==> src/rtl/bram_frame_reader.sv <==
// Walks a rectangular frame in block RAM, hides the BRAM read latency and hands
// tagged 32-bit pixel words downstream under valid/ready with a small FWFT buffer.
module bram_frame_reader #(
    parameter int ADDR_W     = 16,
    parameter int ROW_WORDS  = 64,
    parameter int ROWS       = 256,
    parameter int RD_LAT     = 2,
    parameter int FIFO_DEPTH = 4
) (
    input  logic              clk,
    input  logic              rst,
    input  logic              start,
    input  logic [ADDR_W-1:0] base_addr,
    output logic              busy,
    output logic              done,
    output logic              enb,
    output logic [ADDR_W-1:0] addrb,
    input  logic [31:0]       doutb,
    output logic [31:0]       word_out,
    output logic              word_valid,
    input  logic              word_ready,
    output logic              sol,
    output logic              eol,
    output logic [2:0]        sel_mux
);

    localparam int COL_W = (ROW_WORDS > 1) ? $clog2(ROW_WORDS) : 1;
    localparam int ROW_W = (ROWS > 1) ? $clog2(ROWS) : 1;
    localparam int PTR_W = (FIFO_DEPTH > 1) ? $clog2(FIFO_DEPTH) : 1;
    localparam int CNT_W = $clog2(FIFO_DEPTH + 1);
    localparam int LAT_W = $clog2(RD_LAT + 1);

    typedef enum logic [1:0] {IDLE, RUN, DRAIN} state_t;

    typedef struct packed {
        logic       sol;
        logic       eol;
        logic [2:0] sel;
    } tag_t;

    state_t state, state_nxt;

    logic [ADDR_W-1:0] addr_q;
    logic [COL_W-1:0]  col_q;
    logic [ROW_W-1:0]  row_q;
    logic [2:0]        sel_q;
    logic              col_last;
    logic              last_issue;
    tag_t              issue_tag;

    logic [RD_LAT-1:0] pipe_vld;
    tag_t              pipe_tag [RD_LAT];
    logic [LAT_W-1:0]  inflight;

    logic [31:0]       mem_data [FIFO_DEPTH];
    tag_t              mem_tag  [FIFO_DEPTH];
    logic [PTR_W-1:0]  wr_ptr, rd_ptr;
    logic [CNT_W-1:0]  fifo_count;
    logic              push, pop;
    logic              credit_ok;

    logic [31:0]       last_data;
    tag_t              last_tag;
    tag_t              head_tag;

    assign col_last   = (col_q == COL_W'(ROW_WORDS - 1));
    assign last_issue = col_last && (row_q == ROW_W'(ROWS - 1));
    assign issue_tag  = '{sol: (col_q == '0), eol: col_last, sel: sel_q};

    always_comb begin
        inflight = '0;
        for (int i = 0; i < RD_LAT; i++) begin
            inflight = inflight + LAT_W'(pipe_vld[i]);
        end
    end

    // Reads already in flight are counted so returning data always has a slot.
    assign credit_ok  = (int'(fifo_count) + int'(inflight)) < FIFO_DEPTH;
    assign word_valid = (fifo_count != '0);
    assign pop        = word_valid && word_ready;
    assign push       = pipe_vld[RD_LAT-1];

    always_ff @(posedge clk or posedge rst) begin
        if (rst) begin
            state <= IDLE;
        end else begin
            state <= state_nxt;
        end
    end

    always_comb begin
        state_nxt = state;
        unique case (state)
            IDLE:    if (start) state_nxt = RUN;
            RUN:     if (enb && last_issue) state_nxt = DRAIN;
            DRAIN:   if (done) state_nxt = IDLE;
            default: state_nxt = IDLE;
        endcase
    end

    always_comb begin
        busy = (state != IDLE);
        enb  = (state == RUN) && credit_ok;
        done = (state == DRAIN) && pop && (fifo_count == CNT_W'(1)) && (inflight == '0);
    end

    always_ff @(posedge clk or posedge rst) begin
        if (rst) begin
            addr_q <= '0;
            col_q  <= '0;
            row_q  <= '0;
            sel_q  <= '0;
        end else if (state == IDLE && start) begin
            addr_q <= base_addr;
            col_q  <= '0;
            row_q  <= '0;
            sel_q  <= '0;
        end else if (enb) begin
            addr_q <= addr_q + 1'b1;
            if (col_last) begin
                col_q <= '0;
                row_q <= row_q + 1'b1;
                sel_q <= sel_q + 1'b1;
            end else begin
                col_q <= col_q + 1'b1;
            end
        end
    end

    assign addrb = addr_q;

    // Tags ride alongside each read so they land in the buffer with their data.
    always_ff @(posedge clk or posedge rst) begin
        if (rst) begin
            pipe_vld <= '0;
            for (int i = 0; i < RD_LAT; i++) begin
                pipe_tag[i] <= '0;
            end
        end else begin
            pipe_vld[0] <= enb;
            pipe_tag[0] <= issue_tag;
            for (int i = 1; i < RD_LAT; i++) begin
                pipe_vld[i] <= pipe_vld[i-1];
                pipe_tag[i] <= pipe_tag[i-1];
            end
        end
    end

    always_ff @(posedge clk) begin
        if (push) begin
            mem_data[wr_ptr] <= doutb;
            mem_tag[wr_ptr]  <= pipe_tag[RD_LAT-1];
        end
    end

    always_ff @(posedge clk or posedge rst) begin
        if (rst) begin
            wr_ptr     <= '0;
            rd_ptr     <= '0;
            fifo_count <= '0;
        end else begin
            if (push) begin
                wr_ptr <= (wr_ptr == PTR_W'(FIFO_DEPTH - 1)) ? '0 : wr_ptr + 1'b1;
            end
            if (pop) begin
                rd_ptr <= (rd_ptr == PTR_W'(FIFO_DEPTH - 1)) ? '0 : rd_ptr + 1'b1;
            end
            unique case ({push, pop})
                2'b10:   fifo_count <= fifo_count + 1'b1;
                2'b01:   fifo_count <= fifo_count - 1'b1;
                default: fifo_count <= fifo_count;
            endcase
        end
    end

    // The last accepted word is kept so the outputs hold while the buffer is empty.
    always_ff @(posedge clk or posedge rst) begin
        if (rst) begin
            last_data <= '0;
            last_tag  <= '0;
        end else if (pop) begin
            last_data <= mem_data[rd_ptr];
            last_tag  <= mem_tag[rd_ptr];
        end
    end

    assign head_tag = word_valid ? mem_tag[rd_ptr] : last_tag;
    assign word_out = word_valid ? mem_data[rd_ptr] : last_data;
    assign sol      = head_tag.sol;
    assign eol      = head_tag.eol;
    assign sel_mux  = head_tag.sel;

endmodule

==> config.mk <==
export PLATFORM = sky130hd
export DESIGN_NAME = bram_frame_reader
export DESIGN_NICKNAME = d
export VERILOG_FILES = /design/src/rtl/bram_frame_reader.sv
export SDC_FILE = /design/constraint.sdc
export NUM_CORES = 1
export LEC_CHECK = 0
export BUFFER_PORTS_ARGS = -buffer_cell sky130_fd_sc_hd__buf_2
export CORE_ASPECT_RATIO = 0.75
export CORE_UTILIZATION = 50
export DETAILED_ROUTE_END_ITERATION = 8
export GPL_ROUTABILITY_DRIVEN = 0
export GPL_TIMING_DRIVEN = 0
export PLACE_DENSITY = 0.72
export SYNTH_ARGS = -nofsm -noshare
export SYNTH_HDL_FRONTEND = slang
export SYNTH_SLANG_ARGS = --single-unit
==> constraint.sdc <==
create_clock -name clk -period 3.75 [get_ports clk]
set_clock_uncertainty 0.2 [all_clocks]
set_input_delay 1.125 -clock clk [delete_from_list [all_inputs] [get_ports clk]]
set_output_delay 1.125 -clock clk [all_outputs]
set_load 0.02 [all_outputs]
==> results of run 1 <==
-- power groups by stage --
stage          registers [µW]  logic, µW  clock network, µW
2_1_floorplan            4100       2660                  0
5_1_grt                  4190       4350               2710
6_report                 4100       4000               2570
3_3_place_gp             4090       3680                  0
3_5_place_dp             4130       3890                  0
4_1_cts                  4090       3990               2610
-- layer usage --
metal  up-vias  track usage [%]
li1       2550                -
met1      2808             26.2
met2       167             35.6
met3        34             3.82
met4         2             4.63
met5         -                0
-- sequential cells by signal, indices dropped and copies added (netlist names) --
name	flops
mem_tag	20
rd_ptr	2
addrb	16
row_q	8
state	2
fifo_count	3
wr_ptr	2
last_data	32
pipe_tag	10
col_q	6
pipe_vld	2
sel_q	3
mem_data	128
last_tag	5
-- repair_timing --
action,4_1_cts,5_1_grt
pin swaps,2,1
resized for setup,30,10
endpoints found under the setup margin,39,34
buffers inserted,1,2
-- final cells by class --
class                           instances  share of cell area (%)
Multi-Input combinational cell        308                    25.3
Sequential cell                       239                    57.0
Timing Repair Buffer                  116                    5.84
Buffer                                 24                    1.34
Inverter                               16                   0.531
Clock buffer                           29                    5.43
Clock inverter                         15                    1.85
Tap cell                              253                    2.68
-- kinds of logic after synthesis --
logic type | after synthesis | share of synthesized area, %
multiplexers | 118 | 17.7
flip-flops | 239 | 68.4
adder cells (fa/ha/maj) | 18 | 2.29
AO/OA/AOI/OAI | 47 | 2.91
buffers and inverters | 40 | 1.57
XOR/XNOR | 11 | 0.980
AND/OR/NAND/NOR | 114 | 6.21
-- cells in the final DEF, fill, tap and decap left out, types with 4 or more instances in the layout --
| master | instances |
|---|---|
| buf_1 | 4 |
| clkbuf_16 | 25 |
| and3_1 | 4 |
| mux2i_1 | 6 |
| clkinvlp_4 | 4 |
| and2_1 | 7 |
| nand2_1 | 29 |
| o21ai_0 | 19 |
| clkbuf_4 | 4 |
| nand3_1 | 18 |
| buf_2 | 107 |
| clkbuf_1 | 12 |
| a21oi_1 | 9 |
| clkinv_2 | 4 |
| mux4_2 | 37 |
| or3_1 | 9 |
| nor4_1 | 4 |
| inv_1 | 15 |
| xor2_1 | 8 |
| a31oi_1 | 5 |
| nand4_1 | 8 |
| mux2_2 | 75 |
| nor3_1 | 4 |
| ha_1 | 18 |
| nor2_1 | 12 |
| bufinv_16 | 5 |
| dfrtp_1 | 88 |
| edfxtp_1 | 148 |
| and2_2 | 4 |
| buf_4 | 5 |
-- worst min-delay path by stage --
| stage | from | end | slack, ns | depth (start not counted) |
|---|---|---|---|---|
| floorplan | pipe_tag[5] | pipe_tag[0] | 0.13 | 0 |
| global placement | pipe_tag[7] | pipe_tag[2] | 0.13 | 0 |
| detailed placement | pipe_tag[5] | pipe_tag[0] | 0.13 | 0 |
| CTS | pipe_tag[5] | pipe_tag[0] | 0.15 | 0 |
| global route | pipe_tag[5] | pipe_tag[0] | 0.16 | 0 |
| finish | pipe_tag[7] | pipe_tag[2] | 0.14 | 0 |
-- through the flow --
step	instances	total power (µW)	utilization [%]	instance area, µm²	setup TNS (ns)
after global placement	948	7770	55.3	10700	-124.87
final	1000	10700	61.0	11800	0
after global routing	1000	11200	61.0	11800	0
after detailed placement	953	8020	56.0	10800	-3.94
after CTS	998	10700	60.8	11700	0
after floorplan	587	6760	-	9830	0
==> key figures, run 1 <==
Final layout
  • Fraction of layout cells with a size suffix above 1: 39.8%
  • Area of the multi-input gates: 0.00298 mm²
  • Nets: 799
  • Fillers: 1,398
  • Register area: 0.00673 mm²
  • Diodes inserted: 0
  • Area delta synth->final: 19.9%

Floorplanning
  • Die area: 0.0202 mm²
  • Initial Util: 50.9%
  • Die Ht: 123 µm
  • FP Rows: 44
  • Core ar.: 0.0193 mm²
  • Die width: 164 µm
  • I/O pins: 109

Detailed routing
  • Drt pass-1 iters: 4
  • DR iter-0 viols: 402
  • Final routed DRC violation total: 0
  • WL met1: 8.19 mm
  • Via count: 5,561
  • Routed wl met3: 1.06 mm
  • Detail Route Antenna Nets: 0
  • Metal2 WL: 10.0 mm
  • Routed length per instance: 19.6 µm
  • Post-detailed-routing wire length: 19.6 mm
  • Top sig layer: met5
  • Drt via density: 5.56

Clock tree
  • Reg clk slew, reported paths: 0.06 ns
  • TritonCTS clock tree: built
  • Clk buf depth: 3
  • CTS Sinks: 239
  • H-tree levels: 1
  • Total of hold buffers inserted after clock tree synthesis: 0
  • Root buffer cell: clkbuf_16
  • Clock buffer count from CTS: 24
  • Clock latency on the worst-skew pair: 0.52 ns

Timing
  • Tightest Pin Transition: 0.798 ns
  • Final Hold Vio Count: 0
  • Final WS setup: 0.102 ns
  • RSZ-0062 raised after global routing: false
  • Final Max Slew Viols: 0
  • Max_slew headroom: 46.8%
  • Fmax: 274 MHz
  • WHS: 0.145 ns
  • Final min period: 3.65 ns
  • Final setup viols: 0
  • Tcrit/Tclk final: 97.3%

Synthesis
  • Seq/Total Area, Yosys: 68.4%
  • Netlist cell types: 40
  • Net Count, Synth: 657
  • Top-count cell post-synth: edfxtp_1
  • Synth top area share: 45.2%
  • Main flop type after synthesis: edfxtp_1
  • Synth top area cells: edfxtp_1, dfrtp_1, mux2_2
  • Syn Area/Cell: 16.7 µm²
  • Cell count after synthesis: 587
  • Cell Area, Synth: 0.00983 mm²
  • YS warnings: 0
  • EDFF count, synth: 148
  • Synthesized flop and latch total: 239
  • Synth async-reset ratio: 38.1%
  • Cell accounting for the most synthesized area: edfxtp_1
  • Post-synth top cells: edfxtp_1, dfrtp_1, mux2_2, mux4_2, nand2_1

Placement
  • Post-DP HPWL: 12.8 mm
  • IO buf count: 108
  • Dpl ws: -0.229 ns

Worst setup path
  • Worst path depth: 5
  • Buf/Inv on CP: 3
  • Crit-path leading delay family: buffers and inverters
  • Max FO, Critical Path: 10
  • Worst Path Required: 2.42 ns
  • R2R Setup Slk: 0.94 ns
  • Critical path origin: rd_ptr[1]
  • Kind of critical path: reg -> out
  • Worst-path cell chain: clkbuf_2 > clkbuf_4 > mux4_2 > mux2_2 > buf_2
  • CP max stage delay: 0.37 ns
  • R2R cell count: 7
  • Crit-path slowest cell: dfrtp_1
  • Crit path DAT: 2.32 ns
  • Worst Setup Start Kind: register
  • R2r startpoint: pipe_vld[1]
  • CP endpoint kind: output port
  • Critical Path End: word_out[20]
  • RR Endpoint: addrb[15]

Hold path
  • Min-Delay Path Class: reg -> reg

Pwr
  • Static leakage power: 0.00454 µW
  • Comb power frac: 37.5%
  • NetSw: 3590 µW
  • Power per cell area: 904 mW/mm²
  • Sw frac: 33.7%
  • P_int: 7060 µW
  • Worst VDD drop: 0.000514 V
  • Sequential share of power: 38.4%
  • Clock power share: 24.1%

Job
  • Max-Cap Viols: 0

Global routing
  • Largest net degree at the start of global routing: 53
  • Grt total ovfl: 0
  • Vias in the first global route: 5,986
  • Initial antenna violation count: 1
  • Total global-route track usage: 20.2%
  • First-pass GRT wire length: 31.3 mm

Run status
  • Status: complete, no violations
No activity file was read; power rests on OpenSTA's default activity.
==> run 2: changes to the inputs <==
- BUFFER_PORTS_ARGS: -buffer_cell sky130_fd_sc_hd__buf_2 -> default
- DONT_BUFFER_PORTS: default -> 1
- PLACE_DENSITY: 0.72 -> 0.68
==> run 2 against run 1 <==
Global-route usage down 0.61 points; largest power group unchanged; first-iteration DRC count down 15%; combinational power down 14%; count of clock-buffer cells in the layout down 2; sequential cell count unchanged; worst setup slack better by 0.016 ns; largest cell class unchanged; clock power down 6%; die area unchanged; sequential share of layout area up 3.5 points; power down 5.9%; final cell count down 11%.
==> key figures, run 2 (synthesis gave the netlist of run 1 again) <==
Run status
  • Status: complete, no violations (unchanged)

Timing
  • Final setup viols: 0 (unchanged)
  • Final Max Slew Viols: 0 (unchanged)
  • Fmax: 275 MHz (was 274 MHz)
  • RSZ-0062 raised after global routing: false (unchanged)
  • Final min period: 3.63 ns (was 3.65 ns)
  • Tcrit/Tclk final: 96.8% (was 97.3%)
  • Tightest Pin Transition: 0.863 ns (was 0.798 ns)
  • Final Hold Vio Count: 0 (unchanged)
  • Max_slew headroom: 42.4% (was 46.8%)

Final layout
  • Top reg by flops: mem_data (unchanged)
  • Fraction of layout cells with a size suffix above 1: 28.1% (was 39.8%)
  • Non-Filler Instances: 887 (was 1,000)
  • Core Util, Final: 57.5% (was 61.0%)
  • Diodes inserted: 0 (unchanged)
  • Nets: 688 (was 799)
  • Most frequent cells in the layout: edfxtp_1, dfrtp_1, mux2_2 (was edfxtp_1, buf_2, dfrtp_1)
  • Area delta synth->final: 13.0% (was 19.9%)
  • Fillers: 1,431 (was 1,398)
  • Largest register FFs: 128 (unchanged)
  • Top flop regs: mem_data (128), last_data (32), mem_tag (20) (unchanged)
  • Most common cell after layout, fill and taps aside: edfxtp_1 (unchanged)

Floorplanning
  • I/O pins: 109 (unchanged)
  • Die area: 0.0202 mm² (unchanged)
  • FP Rows: 44 (unchanged)
  • Die width: 164 µm (unchanged)
  • Die Ht: 123 µm (unchanged)
  • Core ar.: 0.0193 mm² (unchanged)
  • Initial Util: 50.9% (unchanged)

Detailed routing
  • Post-detailed-routing wire length: 19.2 mm (was 19.6 mm)
  • DR iter-0 viols: 343 (was 402)
  • Detail Route Antenna Nets: 0 (unchanged)
  • Final routed DRC violation total: 0 (unchanged)
  • Routed length per instance: 21.7 µm (was 19.6 µm)
  • Via count: 5,210 (was 5,561)
  • Drt via density: 5.87 (was 5.56)
  • Drt pass-1 iters: 5 (was 4)

Job
  • Max-Cap Viols: 0 (unchanged)

Hold path
  • Min-Delay Path Class: reg -> reg (unchanged)
  • Hold path startpoint: pipe_tag[6] (was pipe_tag[7])

Pwr
  • P_int: 6610 µW (was 7060 µW)
  • Static leakage power: 0.00408 µW (was 0.00454 µW)
  • Power per cell area: 902 mW/mm² (was 904 mW/mm²)
  • Sequential share of power: 41.7% (was 38.4%)
  • NetSw: 3410 µW (was 3590 µW)
  • Sw frac: 34.0% (was 33.7%)
  • Worst VDD drop: 0.000527 V (was 0.000514 V)
  • Comb power frac: 34.2% (was 37.5%)
  • Clock power share: 24.1% (about the same)

Worst setup path
  • CP max stage delay: 0.54 ns (was 0.37 ns)
  • R2r startpoint: pipe_vld[1] (unchanged)
  • Worst Setup Start Kind: register (unchanged)
  • Crit path DAT: 2.31 ns (was 2.32 ns)
  • Max FO, Critical Path: 10 (unchanged)
  • Crit-path slowest cell: mux4_2 (was dfrtp_1)
  • Critical path origin: rd_ptr[0] (was rd_ptr[1])
  • CP endpoint kind: output port (unchanged)
  • Worst-path cell chain: buf_4 > buf_6 > mux4_2 > mux2_2 (was clkbuf_2 > clkbuf_4 > mux4_2 > mux2_2 > buf_2)
  • Worst Path Required: 2.42 ns (about the same)
  • Kind of critical path: reg -> out (unchanged)
  • Crit-path leading delay family: multiplexers (was buffers and inverters)
  • Buf/Inv on CP: 2 (was 3)

Clock tree
  • TritonCTS clock tree: built (unchanged)
  • Root buffer cell: clkbuf_16 (unchanged)
  • CTS Sinks: 239 (unchanged)
  • Total of hold buffers inserted after clock tree synthesis: 0 (unchanged)
  • Clock buffer count from CTS: 23 (was 24)
  • Clock latency on the worst-skew pair: 0.50 ns (was 0.52 ns)
  • H-tree levels: 1 (unchanged)
  • Clk buf depth: 3 (unchanged)
  • Reg clk slew, reported paths: 0.06 ns (about the same)

Placement
  • IO buf count: 0 (was 108)
  • Inst Count DP: 845 (was 953)
  • Post-DP HPWL: 12.3 mm (was 12.8 mm)

Global routing
  • Vias in the first global route: 5,610 (was 5,986)
  • Initial antenna violation count: 0 (was 1)
  • Total global-route track usage: 19.6% (was 20.2%)
  • First-pass GRT wire length: 29.9 mm (was 31.3 mm)
  • Grt total ovfl: 0 (unchanged)
  • Largest net degree at the start of global routing: 59 (was 53)
## run 2: cell count changes in the layout (fill, tap and decap cells not counted), moves of 2 or more
cell        delta
buf_4          -2
dfrtp_1        +2
buf_2        -105
clkbuf_4       -3
clkbuf_2       +2
clkinv_4       -2
clkinvlp_4     -4
clkbuf_16      -2
clkinv_1       +4
dfrtp_2        -2
## run 2: path summary, 6_finish.rpt
kind                       slack [ns]  cells past startpoint             to
min reg2reg                      0.15                      0    pipe_tag[1]
min                              0.15                      0    pipe_tag[1]
max in group asynchronous        2.32                      2  fifo_count[0]
max reg2reg                      0.95                      7       addrb[9]
max                              0.12                      4    word_out[1]
min in group asynchronous        0.34                      1   last_data[8]
## run 2: layout make-up
cell class | instances | area, µm² | area share (%)
well taps | 253 | 317 | 2.85
multi-input cells | 308 | 2970 | 26.7
inverters | 16 | 62.6 | 0.563
clock buffers | 27 | 591 | 5.31
plain buffers | 24 | 134 | 1.20
repair buffers | 6 | 123 | 1.10
flip-flops and latches | 239 | 6720 | 60.5
clock inverters | 14 | 194 | 1.75
## run 2: metal layers
layer | up-vias | part of all wire, % | track usage (%)
met2 | 125 | 51 | 34.9
met3 | 39 | 6.0 | 4.33
met1 | 2725 | 40 | 24.1
met5 | - | 0 | 0
li1 | 2321 | - | -
met4 | 0 | 2.6 | 5.96
## run 2: worst reg2reg max path, cell delays in order (launching register included)
cell and delay (ns):
dfrtp_1 0.45, ha_1 0.22, ha_1 0.21, nor4b_4 0.35, buf_4 0.23, nand4_1 0.31
or3_2 0.56, a31oi_1 0.20
## run 2: timing repair
action,4_1_cts,5_1_grt
buffers inserted,1,0
pin swaps,1,0
endpoints found under the setup margin,39,29
gates resized for setup,19,8
## run 2: metrics by stage
step           instance area, µm²  TNS, ns  setup WS, ns  hold slack (ns)  power, µW
2_1_floorplan                9830        0        0.0614            0.131       6760
3_5_place_dp                10300    -2.36        -0.209            0.135       7610
5_1_grt                     11100        0        0.0366            0.163      10500
4_1_cts                     11100        0        0.0288            0.150      10100
3_3_place_gp                10100  -111.30         -1.21            0.133       7380
6_report                    11100        0         0.118            0.151      10000
## run 2: power groups by stage
stage / Clock [µW] / Sequential, µW / Combinational, µW
3_5_place_dp: 0 / 4220 / 3390
3_3_place_gp: 0 / 4180 / 3200
2_1_floorplan: 0 / 4100 / 2660
4_1_cts: 2460 / 4180 / 3480
5_1_grt: 2570 / 4270 / 3700
6_report: 2420 / 4180 / 3430
==> run 3: changes to the inputs <==
- CORE_MARGIN: default -> 1.5
==> run 3 against run 2 <==
First-iteration DRC count up 37%; wire length down 0.16%; maximum frequency about the same; worst setup slack better by 0.0033 ns; sequential power about the same; critical path type unchanged.
==> key figures, run 3 (synthesis gave the netlist of run 1 again) <==
Run status
  • Status: complete, no violations (unchanged)

Clock tree
  • Clock latency on the worst-skew pair: 0.50 ns (about the same)
  • CTS Sinks: 239 (unchanged)
  • Root buffer cell: clkbuf_16 (unchanged)
  • H-tree levels: 1 (unchanged)
  • Clock buffer count from CTS: 24 (was 23)
  • Total of hold buffers inserted after clock tree synthesis: 0 (unchanged)
  • Clk buf depth: 3 (unchanged)
  • Reg clk slew, reported paths: 0.06 ns (about the same)
  • TritonCTS clock tree: built (unchanged)

Worst setup path
  • Worst Setup Start Kind: register (unchanged)
  • Critical Path End: word_out[22] (was word_out[1])
  • Crit path DAT: 2.30 ns (was 2.31 ns)
  • CP endpoint kind: output port (unchanged)
  • R2R cell count: 7 (unchanged)
  • Critical path origin: fifo_count[0] (was rd_ptr[0])
  • Kind of critical path: reg -> out (unchanged)
  • Worst Path Required: 2.42 ns (about the same)
  • Max FO, Critical Path: 10 (unchanged)
  • RR Endpoint: addrb[15] (was addrb[9])
  • R2R Setup Slk: 0.89 ns (was 0.95 ns)
  • R2r startpoint: pipe_vld[1] (unchanged)

Timing
  • Tightest Pin Transition: 0.819 ns (was 0.863 ns)
  • Final min period: 3.63 ns (about the same)
  • Tcrit/Tclk final: 96.8% (about the same)
  • Max_slew headroom: 45.4% (was 42.4%)
  • Final Max Slew Viols: 0 (unchanged)
  • Fmax: 276 MHz (was 275 MHz)
  • Final setup viols: 0 (unchanged)
  • Setup TNS: 0 ns (unchanged)
  • RSZ-0062 raised after global routing: false (unchanged)
  • Final Hold Vio Count: 0 (unchanged)

Global routing
  • Grt peak-use layer: met2 (unchanged)
  • First-pass GRT wire length: 30.0 mm (was 29.9 mm)
  • GRT met3 Usage: 4.50% (was 4.33%)
  • Met1 Usage GRT: 25.9% (was 24.1%)
  • Largest net degree at the start of global routing: 59 (unchanged)
  • Total global-route track usage: 19.1% (was 19.6%)
  • Vias in the first global route: 5,410 (was 5,610)
  • Grt total ovfl: 0 (unchanged)
  • GR Util met2: 31.7% (was 34.9%)
  • Initial antenna violation count: 0 (unchanged)

Job
  • Max-Cap Viols: 0 (unchanged)

Final layout
  • Most common cell after layout, fill and taps aside: edfxtp_1 (unchanged)
  • Fillers: 1,418 (was 1,431)
  • Diodes inserted: 0 (unchanged)
  • Fraction of layout cells with a size suffix above 1: 29.0% (was 28.1%)
  • Top flop regs: mem_data (128), last_data (32), mem_tag (20) (unchanged)
  • Largest register FFs: 128 (unchanged)
  • Top reg by flops: mem_data (unchanged)
  • Nets: 689 (was 688)
  • Area delta synth->final: 14.0% (was 13.0%)
  • Most frequent cells in the layout: edfxtp_1, dfrtp_1, mux2_2 (unchanged)

Detailed routing
  • Final routed DRC violation total: 0 (unchanged)
  • DR iter-0 viols: 469 (was 343)
  • Post-detailed-routing wire length: 19.2 mm (about the same)
  • Drt via density: 5.88 (was 5.87)
  • Detail Route Antenna Nets: 0 (unchanged)
  • Drt pass-1 iters: 5 (unchanged)
  • Via count: 5,230 (was 5,210)
  • Routed length per instance: 21.6 µm (was 21.7 µm)

Pwr
  • Post-route total power: 10,200 µW (was 10,000 µW)
  • Worst VDD drop: 0.000576 V (was 0.000527 V)
  • Static leakage power: 0.00414 µW (was 0.00408 µW)
  • Power per cell area: 909 mW/mm² (was 902 mW/mm²)

Floorplanning
  • FP Rows: 44 (unchanged)
  • Die width: 165 µm (was 164 µm)
  • Core ar.: 0.0193 mm² (unchanged)
  • Die area: 0.0205 mm² (was 0.0202 mm²)
  • I/O pins: 109 (unchanged)
  • Initial Util: 50.9% (unchanged)
  • Die Ht: 124 µm (was 123 µm)

Placement
  • Post-DP HPWL: 12.3 mm (about the same)
  • IO buf count: 0 (unchanged)

Hold path
  • Min-Delay Path Class: reg -> reg (unchanged)
[run 3: changes by cell type in the layout (fill, tap and decap cells not counted), sizes merged]
cell	change
clkbuf	+5
bufinv	-1
clkinv	-2
clkdlybuf4s18	+1
[run 3: worst min-delay path by stage]
| stage | startpoint | to | slack [ns] | cells past startpoint |
|---|---|---|---|---|
| floorplan | pipe_tag[5] | pipe_tag[0] | 0.13 | 0 |
| global placement | pipe_tag[5] | pipe_tag[0] | 0.13 | 0 |
| detailed placement | pipe_tag[6] | pipe_tag[1] | 0.14 | 0 |
| CTS | pipe_tag[6] | pipe_tag[1] | 0.15 | 0 |
| global route | pipe_tag[6] | pipe_tag[1] | 0.16 | 0 |
| finish | pipe_tag[6] | pipe_tag[1] | 0.15 | 0 |
[run 3: critical path, cell delays in order, from the launching register on]
cell      delay [ns]
dfrtp_1         0.46
inv_1           0.11
ha_1            0.23
nand2b_1        0.17
buf_6           0.20
buf_6           0.20
mux2_2          0.43
[run 3: layer usage]
| metal | part of all wire [%] | up-vias |
|---|---|---|
| met5 | 0 | - |
| met4 | 1.8 | 0 |
| met3 | 6.8 | 33 |
| met2 | 49 | 150 |
| met1 | 43 | 2714 |
| li1 | - | 2333 |
[run 3: through the flow]
step / cells / area, µm² / util [%] / hold WS (ns) / setup WS [ns]
2_1_floorplan: 587 / 9830 / - / 0.131 / 0.0614
3_3_place_gp: 840 / 10100 / 52.5 / 0.133 / -1.26
3_5_place_dp: 845 / 10300 / 53.1 / 0.136 / -0.218
4_1_cts: 890 / 11200 / 58.0 / 0.150 / -0.00215
5_1_grt: 890 / 11200 / 58.0 / 0.160 / 0.0102
6_report: 890 / 11200 / 58.0 / 0.149 / 0.122
[run 3: power breakdown]
group / switching [µW] / total (µW) / internal (µW)
logic: 1970 / 3440 / 1460
registers: 492 / 4170 / 3680
clock network: 954 / 2580 / 1630
total: 3420 / 10200 / 6770
[run 3: cell type report]
cell class                 count  area [µm²]  area share [%]
tap                          253         317            2.82
buffer                        24         143            1.27
timing repair buffer           6         115            1.03
multi-input combinational    308        2970            26.5
clock inverter                11         156            1.40
inverter                      16        62.6           0.558
clock buffer                  33         726            6.47
sequential                   239        6720            60.0
[run 3: repair_timing]
| item | CTS | global route |
|---|---|---|
| setup endpoints to repair | 39 | 29 |
| pin swaps | 1 | 0 |
| setup buffers | 1 | 0 |
| gates resized for setup | 18 | 10 |
